### src/rtl/serial_adder_pkg.sv
// Shared definitions for the bit-serial adder: FSM state encoding and
// the default operand width.
package serial_adder_pkg;

    localparam int unsigned WIDTH_DEFAULT = 8;

    typedef enum logic [1:0] {
        IDLE = 2'd0,
        RUN  = 2'd1,
        DONE = 2'd2
    } state_t;

endpackage

### src/rtl/serial_adder_ctrl_fa.sv
// One-bit gate-level full-adder cell.
// Ports: a, b, ci - addend bits and carry-in; s - sum bit; co - carry-out.
module serial_adder_ctrl_fa (
    input  logic a,
    input  logic b,
    input  logic ci,
    output logic s,
    output logic co
);

    logic ab_x;
    logic ab_a;
    logic cx_a;

    xor g_x0 (ab_x, a, b);
    xor g_x1 (s, ab_x, ci);
    and g_a0 (ab_a, a, b);
    and g_a1 (cx_a, ab_x, ci);
    or  g_o0 (co, ab_a, cx_a);

endmodule

### src/rtl/serial_adder_ctrl.sv
// Bit-serial adder controller: computes {cout,sum} = a + b + cin one bit
// per clock, LSB first, through a single full-adder cell.
// Ports: clk, rst (sync, active-high); start, a, b, cin - request and
// operands captured on the accepting edge; busy - high in RUN; done -
// one-cycle result-valid pulse; sum, cout, overflow - registered results.
module serial_adder_ctrl
    import serial_adder_pkg::*;
#(
    parameter int unsigned WIDTH = WIDTH_DEFAULT
) (
    input  logic             clk,
    input  logic             rst,
    input  logic             start,
    input  logic [WIDTH-1:0] a,
    input  logic [WIDTH-1:0] b,
    input  logic             cin,
    output logic             busy,
    output logic             done,
    output logic [WIDTH-1:0] sum,
    output logic             cout,
    output logic             overflow
);

    localparam int unsigned IDX_W = (WIDTH > 1) ? $clog2(WIDTH) : 1;

    state_t             state;
    state_t             next_state;
    logic [WIDTH-1:0]   a_q;
    logic [WIDTH-1:0]   b_q;
    logic               carry;
    logic [IDX_W-1:0]   idx;
    logic               fa_s;
    logic               fa_co;
    logic               accept;
    logic               last;

    assign accept = start && (state == IDLE || state == DONE);
    assign last   = (idx == IDX_W'(WIDTH - 1));

    serial_adder_ctrl_fa u_fa (
        .a  (a_q[idx]),
        .b  (b_q[idx]),
        .ci (carry),
        .s  (fa_s),
        .co (fa_co)
    );

    // State register; busy/done are flopped decodes of the state entered.
    always_ff @(posedge clk) begin
        if (rst) begin
            state <= IDLE;
            busy  <= 1'b0;
            done  <= 1'b0;
        end else begin
            state <= next_state;
            busy  <= (next_state == RUN);
            done  <= (next_state == DONE);
        end
    end

    // Next-state logic.
    always_comb begin
        next_state = state;
        case (state)
            IDLE:    if (start) next_state = RUN;
            RUN:     if (last)  next_state = DONE;
            DONE:    next_state = start ? RUN : IDLE;
            default: next_state = IDLE;
        endcase
    end

    // Operand capture and serial datapath.
    always_ff @(posedge clk) begin
        if (rst) begin
            a_q      <= '0;
            b_q      <= '0;
            carry    <= 1'b0;
            idx      <= '0;
            sum      <= '0;
            cout     <= 1'b0;
            overflow <= 1'b0;
        end else if (accept) begin
            a_q   <= a;
            b_q   <= b;
            carry <= cin;
            idx   <= '0;
        end else if (state == RUN) begin
            sum[idx] <= fa_s;
            carry    <= fa_co;
            if (last) begin
                // carry still holds the carry into the MSB here
                cout     <= fa_co;
                overflow <= carry ^ fa_co;
            end else begin
                idx <= idx + IDX_W'(1);
            end
        end
    end

endmodule

### config.mk
export PLATFORM = sky130hd
export DESIGN_NAME = serial_adder_ctrl
export DESIGN_NICKNAME = d
export VERILOG_FILES = /design/src/rtl/serial_adder_pkg.sv /design/src/rtl/serial_adder_ctrl_fa.sv /design/src/rtl/serial_adder_ctrl.sv
export SDC_FILE = /design/constraint.sdc
export NUM_CORES = 1
export LEC_CHECK = 0
export BUFFER_PORTS_ARGS = -buffer_cell sky130_fd_sc_hd__buf_2
export CAP_MARGIN = 0
export CORE_MARGIN = 2
export CORE_UTILIZATION = 41
export CTS_CLUSTER_DIAMETER = 60
export DETAILED_ROUTE_END_ITERATION = 6
export GPL_TIMING_DRIVEN = 1
export MAX_ROUTING_LAYER = met4
export PLACE_DENSITY_LB_ADDON = 0.12
export SLEW_MARGIN = 40
export SYNTH_ARGS = -nofsm -noshare
export SYNTH_HDL_FRONTEND = slang
export SYNTH_HIERARCHICAL = 1
export SYNTH_SLANG_ARGS = --single-unit
### constraint.sdc
create_clock -name clk -period 2.2 [get_ports clk]
set_input_delay 0.11 -clock clk [delete_from_list [all_inputs] [get_ports clk]]
set_output_delay 0.11 -clock clk [all_outputs]
set_load 0.1 [all_outputs]
Word-level counts from Yosys, hierarchy flattened
Cells that the tools add are included.
{ "word_totals": {"ff_bits": 34, "latch_bits": 0, "ramBits": 0, "mem_bits_ro": 0, "out_inout_bits": 12, "wordCells": 48, "memories": 0} }
{ "op_classes": {"add_sub_neg": 1, "multipliers": 0, "div": 0, "magnitude_cmp": 2, "n_eq_ne": 5, "shifts": 0, "muxes": 13, "bitwise_logic": 8, "reduce_logical": 9} }
{ "ops": {"columns": ["operator", "n"], "rows": [
  ["bitwise mux 8 bit", 1],
  ["binary-select mux 1 bit (select 3 bit)", 2],
  ["two-way mux 1 bit", 6],
  ["one-hot mux 2 bit (3 select lines)", 1],
  ["== test 2 x 1 -> 1 bit, second input constant", 2],
  ["== test 2 bit, second input constant", 2],
  ["< comparator 3 x 4 -> 1 bit, second input constant", 1],
  ["two-way mux 2 bit", 2],
  ["AND reduction 2 bit", 2],
  ["adder 3 x 1 -> 3 bit, second input constant", 1],
  ["demux 1 bit (select 3 bit)", 1],
  ["== test 3 bit, second input constant", 1],
  ["greater-or-equal comparator 3 x 1 -> 1 bit, second input constant", 1],
  ["AND reduction 3 bit", 1],
  ["bitwise XOR 1 bit", 3],
  ["bitwise AND 1 bit", 2],
  ["logical AND 1 bit", 2],
  ["logical NOT 2 bit", 1],
  ["NOT 1 bit", 2],
  ["nonzero test 2 bit", 1],
  ["OR reduction 2 bit", 1],
  ["logical OR 1 bit", 1],
  ["OR 1 bit", 1]
]} }

Depth between registers and ports, before layout
Gate-level depths: netlist of run 1.
{ "depth": {"ltp_word": 7, "ltp_mapped": 9, "ltp_nobuf": 7} }

Cells and area by module
Netlist of run 1, hierarchy kept.
{ "modules_own_cells": {"columns": ["module", "instances", "cells_per_inst", "area_each_um2"], "rows": [
  ["serial_adder_ctrl", 1, 169, 1485.2],
  ["serial_adder_ctrl_fa", 1, 1, 20.0]
]} }

Least setup slack after synthesis of run 1
OpenSTA, ideal clock, no wires.
{ "synth_timing": {"kind": "flip-flop to flip-flop", "startpoint": "register idx[0]", "endpoint": "register sum[1]", "t_arrival_ns": 2.152, "t_required_ns": 2.129, "setup_slack_ns": -0.023, "path_stages_with_launch": 8, "n_path_buf": 2, "period_less_slack_ns": 2.223, "path_cell_list": "dfxtp_1 buf_6 mux4_1 mux2_2 fa_1 clkbuf_1 nand3_1 a21oi_1"} }
{ "synth_between": {"elab_chain_cells": 5, "word_cells_on_any_way": 12, "cone_classes": "order compare (2); mux (7); bitwise (2); reduce/logical (1)"} }
{ "synth_rtl": {"columns": ["element", "line", "text"], "rows": [
  ["start, declared", "serial_adder_ctrl.sv:31", "logic [IDX_W-1:0] idx;"],
  ["start signal, assigned", "serial_adder_ctrl.sv:95", "idx <= idx + IDX_W'(1);"],
  ["binary-select mux 1 bit (select 3 bit), on equally long branches", "serial_adder_ctrl.sv:41, serial_adder_ctrl.sv:42", null],
  ["two-way mux 1 bit, on equally long branches", "serial_adder_ctrl.sv:41, serial_adder_ctrl.sv:42", null],
  ["bitwise XOR 1 bit (*)", "serial_adder_ctrl_fa.sv:15", "xor g_x0 (ab_x, a, b);"],
  ["bitwise XOR 1 bit (*)", "serial_adder_ctrl_fa.sv:16", "xor g_x1 (s, ab_x, ci);"],
  ["named net fa_s", "serial_adder_ctrl.sv:32", "logic fa_s;"],
  ["bitwise mux 8 bit (*)", "serial_adder_ctrl.sv:88", "sum[idx] <= fa_s;"],
  ["end signal, assigned by index", "serial_adder_ctrl.sv:88", null],
  ["end, declared", "serial_adder_ctrl.sv:19", "output logic [WIDTH-1:0] sum,"]
]} }
The timed path passes the listed nets; every way through them passes the cells marked *. The select of a mux whose other input is x is not followed.
A chain may end at the register's enable or synchronous reset.

Worst setup path after layout of run 1
{ "layout_timing": {"startpoint": "register idx[0]", "endpoint": "register sum[5]"} }
The elaborated chain is that of the path after synthesis.

==> impl_metrics.yaml, run 1 <==
run_status:
  status: "finished, violations left"
  violations: "negative setup slack"
cts:
  clockBufferDepth: 2
  cts_tree: "built"
  cts_buffers: 5
  clk_latency_ps: 280
  clock-sinks: 34
  clkSlewWorstSetupHoldPaths_ps: 60
  cts-hold-fix-buffers: 0
  root_buffer: "clkbuf_8"
  h-tree-depth: 2
synthesis:
  synth_nets: 194
  syn_avg_cell_area_sq_um: 8.854
  synth_seq_area_share_pct: 45.22
  ys.flop_type: "dfxtp_1"
  synth_seq_cells: 34
  yosysWarnings: 6
  synth_commonest_cells: "dfxtp_1 (34), nand2_1 (34), a21oi_1 (25)"
  yosysTopAreaCell: "dfxtp_1"
  synth_edf_count: 0
  netlist_instances: 170
  yosys.cell_types.count: 32
  syn_area_sq_mm: 0.001505
  synthArstFlopShare_pct: 0
  synth_top_cell_area_share_pct: 45.22
  netlist_top_cells_area: "dfxtp_1 (45%), nand2_1 (8.5%), a21oi_1 (8.3%), mux4_1 (3.5%), mux2i_1 (3.3%)"
final_layout:
  drive_gt1_share_pct: 26.26
  multi_input_area_sq_um: 773.2
  fillers: 373
  area_growth_syn_to_layout_pct: 17.79
  diodes: 0
  register_area_sq_um: 685.7
  post-route-util_pct: 49.17
  fin_nets: 222
route:
  via_count: 1262
  drt-total-wl_mm: 3.062
  drc: 0
  drtIter0Drc: 68
  antenna_left: 0
  via_per_inst: 5.130
  wl_per_cell_um: 12.45
  firstDrtPassIters: 5
setup_path:
  critPathArrivalTime_ps: 2420
  startpoint_type: "flop"
  crit_type: "reg -> reg"
  path_max_fanout: 8
  required_ps: 2410
  crit_path_end_kind: "flop"
timing:
  timing.hold.ws_ps: 60.76
  final-hold-violation-count: 0
  tightestPinTransition_ps: 720.7
  fmax_ghz: 0.4511
  slew_headroom_pct: 51.95
  fin_crit_ps: 2217
  finalMaxSlewViolations: 0
  finalClockSkew_ps: 3.925
  period_share_pct: 100.8
  rsz0062_at_grt: "yes"
  setup_viol: 1
  worst_slack_ps: -17.03
pwr:
  powerDensity_mw_per_mm2: 704.6
  p_leak_nw: 0.7348
  seq_power_share_pct: 52.9
  post-layout-total-power_mw: 1.249
  intPower_mw: 0.9234
  power.share.combinational_pct: 13.4
  peakVddDrop_mv: 0.3531
  switching_power_mw: 0.3258
  p_clk_share_pct: 33.7
  swShare_pct: 26.08
floorplan:
  core_sq_mm: 0.003606
  dieArea_sq_mm: 0.004172
  die_w_um: 64.59
  ios: 32
  rows: 22
  fp.dieH_um: 64.59
  start_util_pct: 41.74
global_routing:
  grt_pass1_vias: 1222
  grt_first_pass_wirelength_mm: 5.257
  grt_antenna_before_repair: 0
  groute.usage.overall_pct: 16.76
  grt_max_degree: 35
  gr-total-overflow: 0
placed_design:
  numPortBuffers: 31
  globalplace.congestion: 0.7240
  pre_cts_ws_ps: -139.8
  hpwl_mm: 2.160
job:
  maxCapViolCount: 0
min_path:
  min_path_type: "in -> reg"
==> flip-flops by register name (all words and copies together) (netlist names) <==
name	count
a_q	8
b_q	8
sum	8
idx	3
state	2
busy	1
carry	1
cout	1
done	1
overflow	1
==> kinds of logic (layout without fill, tap and decap cells) <==
family,count (synthesis),in the layout,share of synthesized area [%]
buffers and inverters,13,41,4.239
multiplexers,10,10,9.061
flip-flops,34,34,45.22
AO/OA/AOI/OAI,39,39,14.55
XOR/XNOR,2,2,1.164
AND/OR/NAND/NOR,68,68,21.94
adder cells (fa/ha/maj),4,4,3.824
==> metal layers <==
metal  vias up  global-route usage [%]  share of wire, %
li1        641                       -                 -
met1       587                   18.30                45
met2        29                   28.65                49
met3         5                   5.208               4.5
met4         0                   6.383               1.4
met5         -                       -                 0
==> path summary, 6_finish.rpt <==
kind,start,end,slack (ps),cells past startpoint
min reg2reg,a_q[5],a_q[5],450,2
max,idx[0],sum[5],-20,5
max reg2reg,idx[0],sum[5],-20,5
min,b[4],b_q[4],60,3
==> critical path: stages, from the launching register on <==
cell and delay [ps]:
dfxtp_4 380, mux4_2 500, mux2_4 290, fa_2 670, nand3_1 140, a21oi_2 160
==> power by group through the flow <==
stage | registers [mW] | logic, mW | clock network, mW
floorplan | 0.691 | 0.107 | 0
global placement | 0.673 | 0.159 | 0
detailed placement | 0.674 | 0.162 | 0
CTS | 0.661 | 0.164 | 0.435
global route | 0.664 | 0.188 | 0.461
finish | 0.661 | 0.167 | 0.421
==> repair_timing <==
item,4_1_cts,5_1_grt
resized for setup,2,8
endpoints found under the setup margin,10,9
pin swaps,1,3
setup buffers,0,0
==> final cells by class <==
| cell class | instances | area share (%) |
|---|---|---|
| clock buffer | 7 | 4.305 |
| multi-input combinational | 123 | 43.61 |
| sequential | 34 | 38.67 |
| tap | 48 | 3.387 |
| timing repair buffer | 34 | 10.02 |
==> per-stage QoR <==
stage	cells	setup TNS (ps)	area (sq um)
5_1_grt	246	-381.1	1773
3_5_place_dp	239	-973.4	1679
4_1_cts	246	0	1759
2_1_floorplan	170	0	1506
6_report	246	-17.03	1773
3_3_place_gp	239	-194.8	1679
==> cell usage in the layout, fill, tap and decap left out, drive strengths merged <==
cell type and count:
fa 1, xor2 1, o221ai 1, nor3 3
o21ai 6, nand3 8, mux2i 5, buf 34
nor2 6, nor3b 3, ha 3, nand2 34
mux4 2, xnor2 1, mux2 3, a211oi 1
or3b 1, dfxtp 34, nand2b 4, nor2b 3
and2 1, clkbuf 7, and3b 1, a22oi 2
o31ai 2, a221oi 1, a32oi 1, nand3b 2
and2b 2, a21oi 25
Note: power is estimated with default switching activity, not from simulation.
==> run 2: changes to the inputs <==
Settings changed: CAP_MARGIN 0 to 30, MAX_ROUTING_LAYER met4 to unset, RECOVER_POWER set to 100.
==> impl_metrics.yaml, run 2 (same netlist as run 1, synthesis figures left out) <==
cts:
  clkSlewWorstSetupHoldPaths_ps: 60
  clk_latency_ps: 280
  root_buffer: "clkbuf_8"
  cts-hold-fix-buffers: 0
  clockBufferDepth: 2
  h-tree-depth: 2
  cts_buffers: 5
  cts_tree: "built"
  clock-sinks: 34
pwr:
  post-layout-total-power_mw: 1.247
  peakVddDrop_mv: 0.3529
  powerDensity_mw_per_mm2: 709.5
  p_leak_nw: 0.6829
timing:
  fin_setup_tns_ps: -22.21
  worst_slack_ps: -22.21
  fmax_ghz: 0.4500
  setup_viol: 1
  finalMaxSlewViolations: 0
  slew_headroom_pct: 22.94
  period_share_pct: 101.0
  finalClockSkew_ps: 4.459
  fin_crit_ps: 2222
  tightestPinTransition_ps: 1161
  timing.hold.ws_ps: 60.88
  rsz0062_at_grt: "yes"
  final-hold-violation-count: 0
final_layout:
  design_area_sq_mm: 0.001758
  fin_nets: 222
  post-route-util_pct: 48.75
  area_growth_syn_to_layout_pct: 16.79
  final_common_cell: "nand2_1"
  final_cell_mix: "nand2_1 (34), dfxtp_1 (32), a21oi_1 (24), buf_2 (19), clkbuf_1 (14)"
  largest_registers: "a_q (8), b_q (8), sum (8)"
  diodes: 0
  drive_gt1_share_pct: 20.20
  fin_cells: 246
placed_design:
  numPortBuffers: 31
  hpwl_mm: 2.160
  globalplace.congestion: 0.7158
  placed_cells: 239
  placed_area_sq_mm: 0.001679
  pre_cts_ws_ps: -139.8
floorplan:
  dieArea_sq_mm: 0.004172
  start_util_pct: 41.74
  ios: 32
  fp.dieH_um: 64.59
  rows: 22
  core_sq_mm: 0.003606
  die_w_um: 64.59
setup_path:
  path_cells: "mux4_2 -> mux2_4 -> fa_2 -> nand3_1 -> a21oi_2"
  path_max_fanout: 8
  critPathBufInv: 0
  startpoint_type: "flop"
  cpPeakStageDelay_ps: 670
  critPathArrivalTime_ps: 2430
  crit_family: "multiplexers"
  required_ps: 2410
  crit_type: "reg -> reg"
  worst_path_max_delay_cell: "fa_2"
  crit_path_end_kind: "flop"
route:
  drtIter0Drc: 73
  antenna_left: 0
  drc: 0
  firstDrtPassIters: 4
  via_count: 1265
  via_per_inst: 5.142
  wl_per_cell_um: 12.54
  drt-total-wl_mm: 3.085
global_routing:
  grt_pass1_vias: 1222
  groute.usage.overall_pct: 16.31
  grt_antenna_before_repair: 0
  grt_max_degree: 35
  grt_first_pass_wirelength_mm: 5.257
  gr-total-overflow: 0
run_status:
  status: "finished, violations left"
  violations: "negative setup slack"
job:
  maxCapViolCount: 0
min_path:
  min_path_type: "in -> reg"
[run 2: changes by cell type in the layout (fill, tap and decap cells not counted)]
cell      before  now
buf_2         31   19
clkbuf_1       2   14
[run 2: final cells by class]
class	count	area, sq um
Multi-Input combinational cell	123	773.2
Sequential cell	34	685.7
Tap cell	48	60.06
Clock buffer	7	76.32
Fill cell	378	1848
Timing Repair Buffer	34	162.7
[run 2: routing by layer]
layer	vias to the layer above	wire length (um)	global-route usage (%)
met5	-	0	0
met4	0	44	6.383
met3	5	153	5.382
met2	29	1505	28.65
met1	588	1381	18.19
li1	643	-	-
[run 2: where the power goes]
| group | internal [mW] | total (mW) | leakage (nW) | switching [mW] |
|---|---|---|---|---|
| logic | 0.0634 | 0.167 | 0.366 | 0.103 |
| clock network | 0.217 | 0.420 | 0.0383 | 0.202 |
| registers | 0.642 | 0.661 | 0.279 | 0.0190 |
[run 2: path summary, 6_finish.rpt]
kind / start / to / slack [ps] / depth (start not counted)
worst min-delay path: b[5] / b_q[5] / 60 / 3
worst max-delay path: idx[0] / sum[5] / -20 / 5
worst min register to register: a_q[5] / a_q[5] / 450 / 2
worst max register to register: idx[0] / sum[5] / -20 / 5
[run 2: what timing repair did]
| item | in CTS | in global routing |
|---|---|---|
| gates cloned | 0 | 0 |
| pin swaps | 1 | 3 |
| resized for setup | 2 | 8 |
| endpoints found under the setup margin | 10 | 9 |
| buffers inserted | 0 | 0 |
[run 2: tightest hold or removal path, stage by stage]
cell and delay, ps:
buf_2 90, nand2_1 40, a21oi_1 50
==> run 3: changes to the inputs <==
Settings changed: CAP_MARGIN 30 to unset, CORE_UTILIZATION 41 to 48.
==> impl_metrics.yaml, run 3 (same netlist as run 1, synthesis figures left out) <==
global_routing:
  grt_max_degree: 35
  groute.usage.overall_pct: 20.23
  top_usage_layer: "met2"
  grt_antenna_before_repair: 0
  grt_pass1_vias: 1284
  met1_usage_pct: 22.30
  gr-total-overflow: 0
  grtUsageMet3_pct: 5.411
  met2_usage_pct: 33.85
  grt_first_pass_wirelength_mm: 5.326
route:
  antenna_left: 0
  via_per_inst: 5.027
  drtIter0Drc: 39
  wl_per_cell_um: 12.05
  drt-total-wl_mm: 3.145
  firstDrtPassIters: 4
  drc: 0
  via_count: 1312
final_layout:
  fillers: 268
  largest_registers: "a_q (8), b_q (8), sum (8)"
  design_area_sq_mm: 0.001918
  final_common_cell: "nand2_1"
  drive_gt1_share_pct: 22.12
  post-route-util_pct: 63.35
  area_growth_syn_to_layout_pct: 27.43
  diodes: 0
  fin_nets: 241
  register_area_sq_um: 684.4
  final_cell_mix: "nand2_1 (34), dfxtp_1 (33), a21oi_1 (23), buf_2 (19), dlygate4sd3_1 (15)"
  multi_input_area_sq_um: 788.3
run_status:
  status: "completed"
cts:
  h-tree-depth: 2
  clk_latency_ps: 340
  clock-sinks: 34
  clkSlewWorstSetupHoldPaths_ps: 100
  postCtsSetupBuffers: 0
  root_buffer: "clkbuf_4"
  cts_buffers: 5
  cts_tree: "built"
  clockBufferDepth: 2
job:
  maxCapViolCount: 0
setup_path:
  worst_path_max_delay_cell: "fa_2"
  crit_type: "reg -> reg"
  path_max_fanout: 8
  cp-startpoint: "idx[0]"
  path_cells: "mux4_2 -> mux2_4 -> fa_2 -> nand3_2 -> a21oi_2"
  critPathArrivalTime_ps: 2420
  ff2ff_path_depth: 5
  startpoint_type: "flop"
  cpPeakStageDelay_ps: 640
  crit_path_end_kind: "flop"
  reg2reg_from: "idx[0]"
  required_ps: 2480
floorplan:
  ios: 32
  rows: 20
  core_sq_mm: 0.003028
  dieArea_sq_mm: 0.003600
  die_w_um: 60
  fp.dieH_um: 60
  start_util_pct: 49.71
timing:
  finalClockSkew_ps: 8.634
  timing.hold.ws_ps: 5.587
  slew_headroom_pct: 22.65
  fin_crit_ps: 2146
  final-hold-violation-count: 0
  fmax_ghz: 0.4660
  finalMaxSlewViolations: 0
  worst_slack_ps: 54.27
  period_share_pct: 97.53
  setup_viol: 0
  rsz0062_at_grt: "yes"
  tightestPinTransition_ps: 1165
placed_design:
  globalplace.congestion: 0.8069
  numPortBuffers: 31
  hpwl_mm: 2.076
  pre_cts_ws_ps: -127.3
  placed_area_sq_mm: 0.001704
pwr:
  peakVddDrop_mv: 0.3298
  p_leak_nw: 0.7605
  post-layout-total-power_mw: 1.171
  powerDensity_mw_per_mm2: 610.6
min_path:
  min_from: "a[4]"
  min_path_cells: 3
  min_path_type: "in -> reg"
## run 3: cell types whose count changed in the layout (fill, tap and decap cells not counted), moves of 2 or more
cell / before / now
clkinv_2: 0 / 2
clkbuf_4: 0 / 5
dlygate4sd3_1: 0 / 15
clkbuf_1: 14 / 12
clkbuf_8: 5 / 0
buf_4: 3 / 7
## run 3: repair_timing
item                       in CTS  in global routing
hold buffers                   14                  1
pin swaps                       1                  2
hold endpoints to repair       14                  1
resized for setup               2                 10
cloned                          0                  0
setup endpoints to repair       9                  8
## run 3: final timing paths
kind,end,slack [ps]
hold / removal,a_q[4],6
setup / recovery,sum[3],50
hold reg to reg,a_q[7],460
setup reg to reg,sum[3],50
## run 3: stage by stage
step / TNS, ps / std cells
after floorplan: 0 / 170
final: 0 / 261
after global placement: -232.8 / 239
after global routing: -164.2 / 261
after CTS: 0 / 260
after detailed placement: -944.8 / 239
## run 3: critical path, delay by kind of cell (launching register included)
family          cells  cell delay [ps]
flops               1              400
compound gates      1              160
mux                 2              790
simple gates        1               90
fa+ha+maj           1              640
## run 3: final cells by class
cell class,count,share of cell area (%)
multi-input cells,123,41.10
flip-flops and latches,34,35.68
clock inverters,2,0.5219
well taps,44,2.870
repair buffers,53,17.87
clock buffers,5,1.957
## run 3: layer usage
metal / routed length, um / vias up
li1: - / 685
met1: 1406 / 585
met2: 1512 / 31
met3: 114 / 11
met4: 110 / 0
met5: 0 / -
## run 3: power by group
part	internal (mW)	total [mW]	switching [mW]
clock	0.115	0.318	0.204
sequential	0.641	0.660	0.0193
combinational	0.0852	0.193	0.107
total	0.841	1.17	0.330
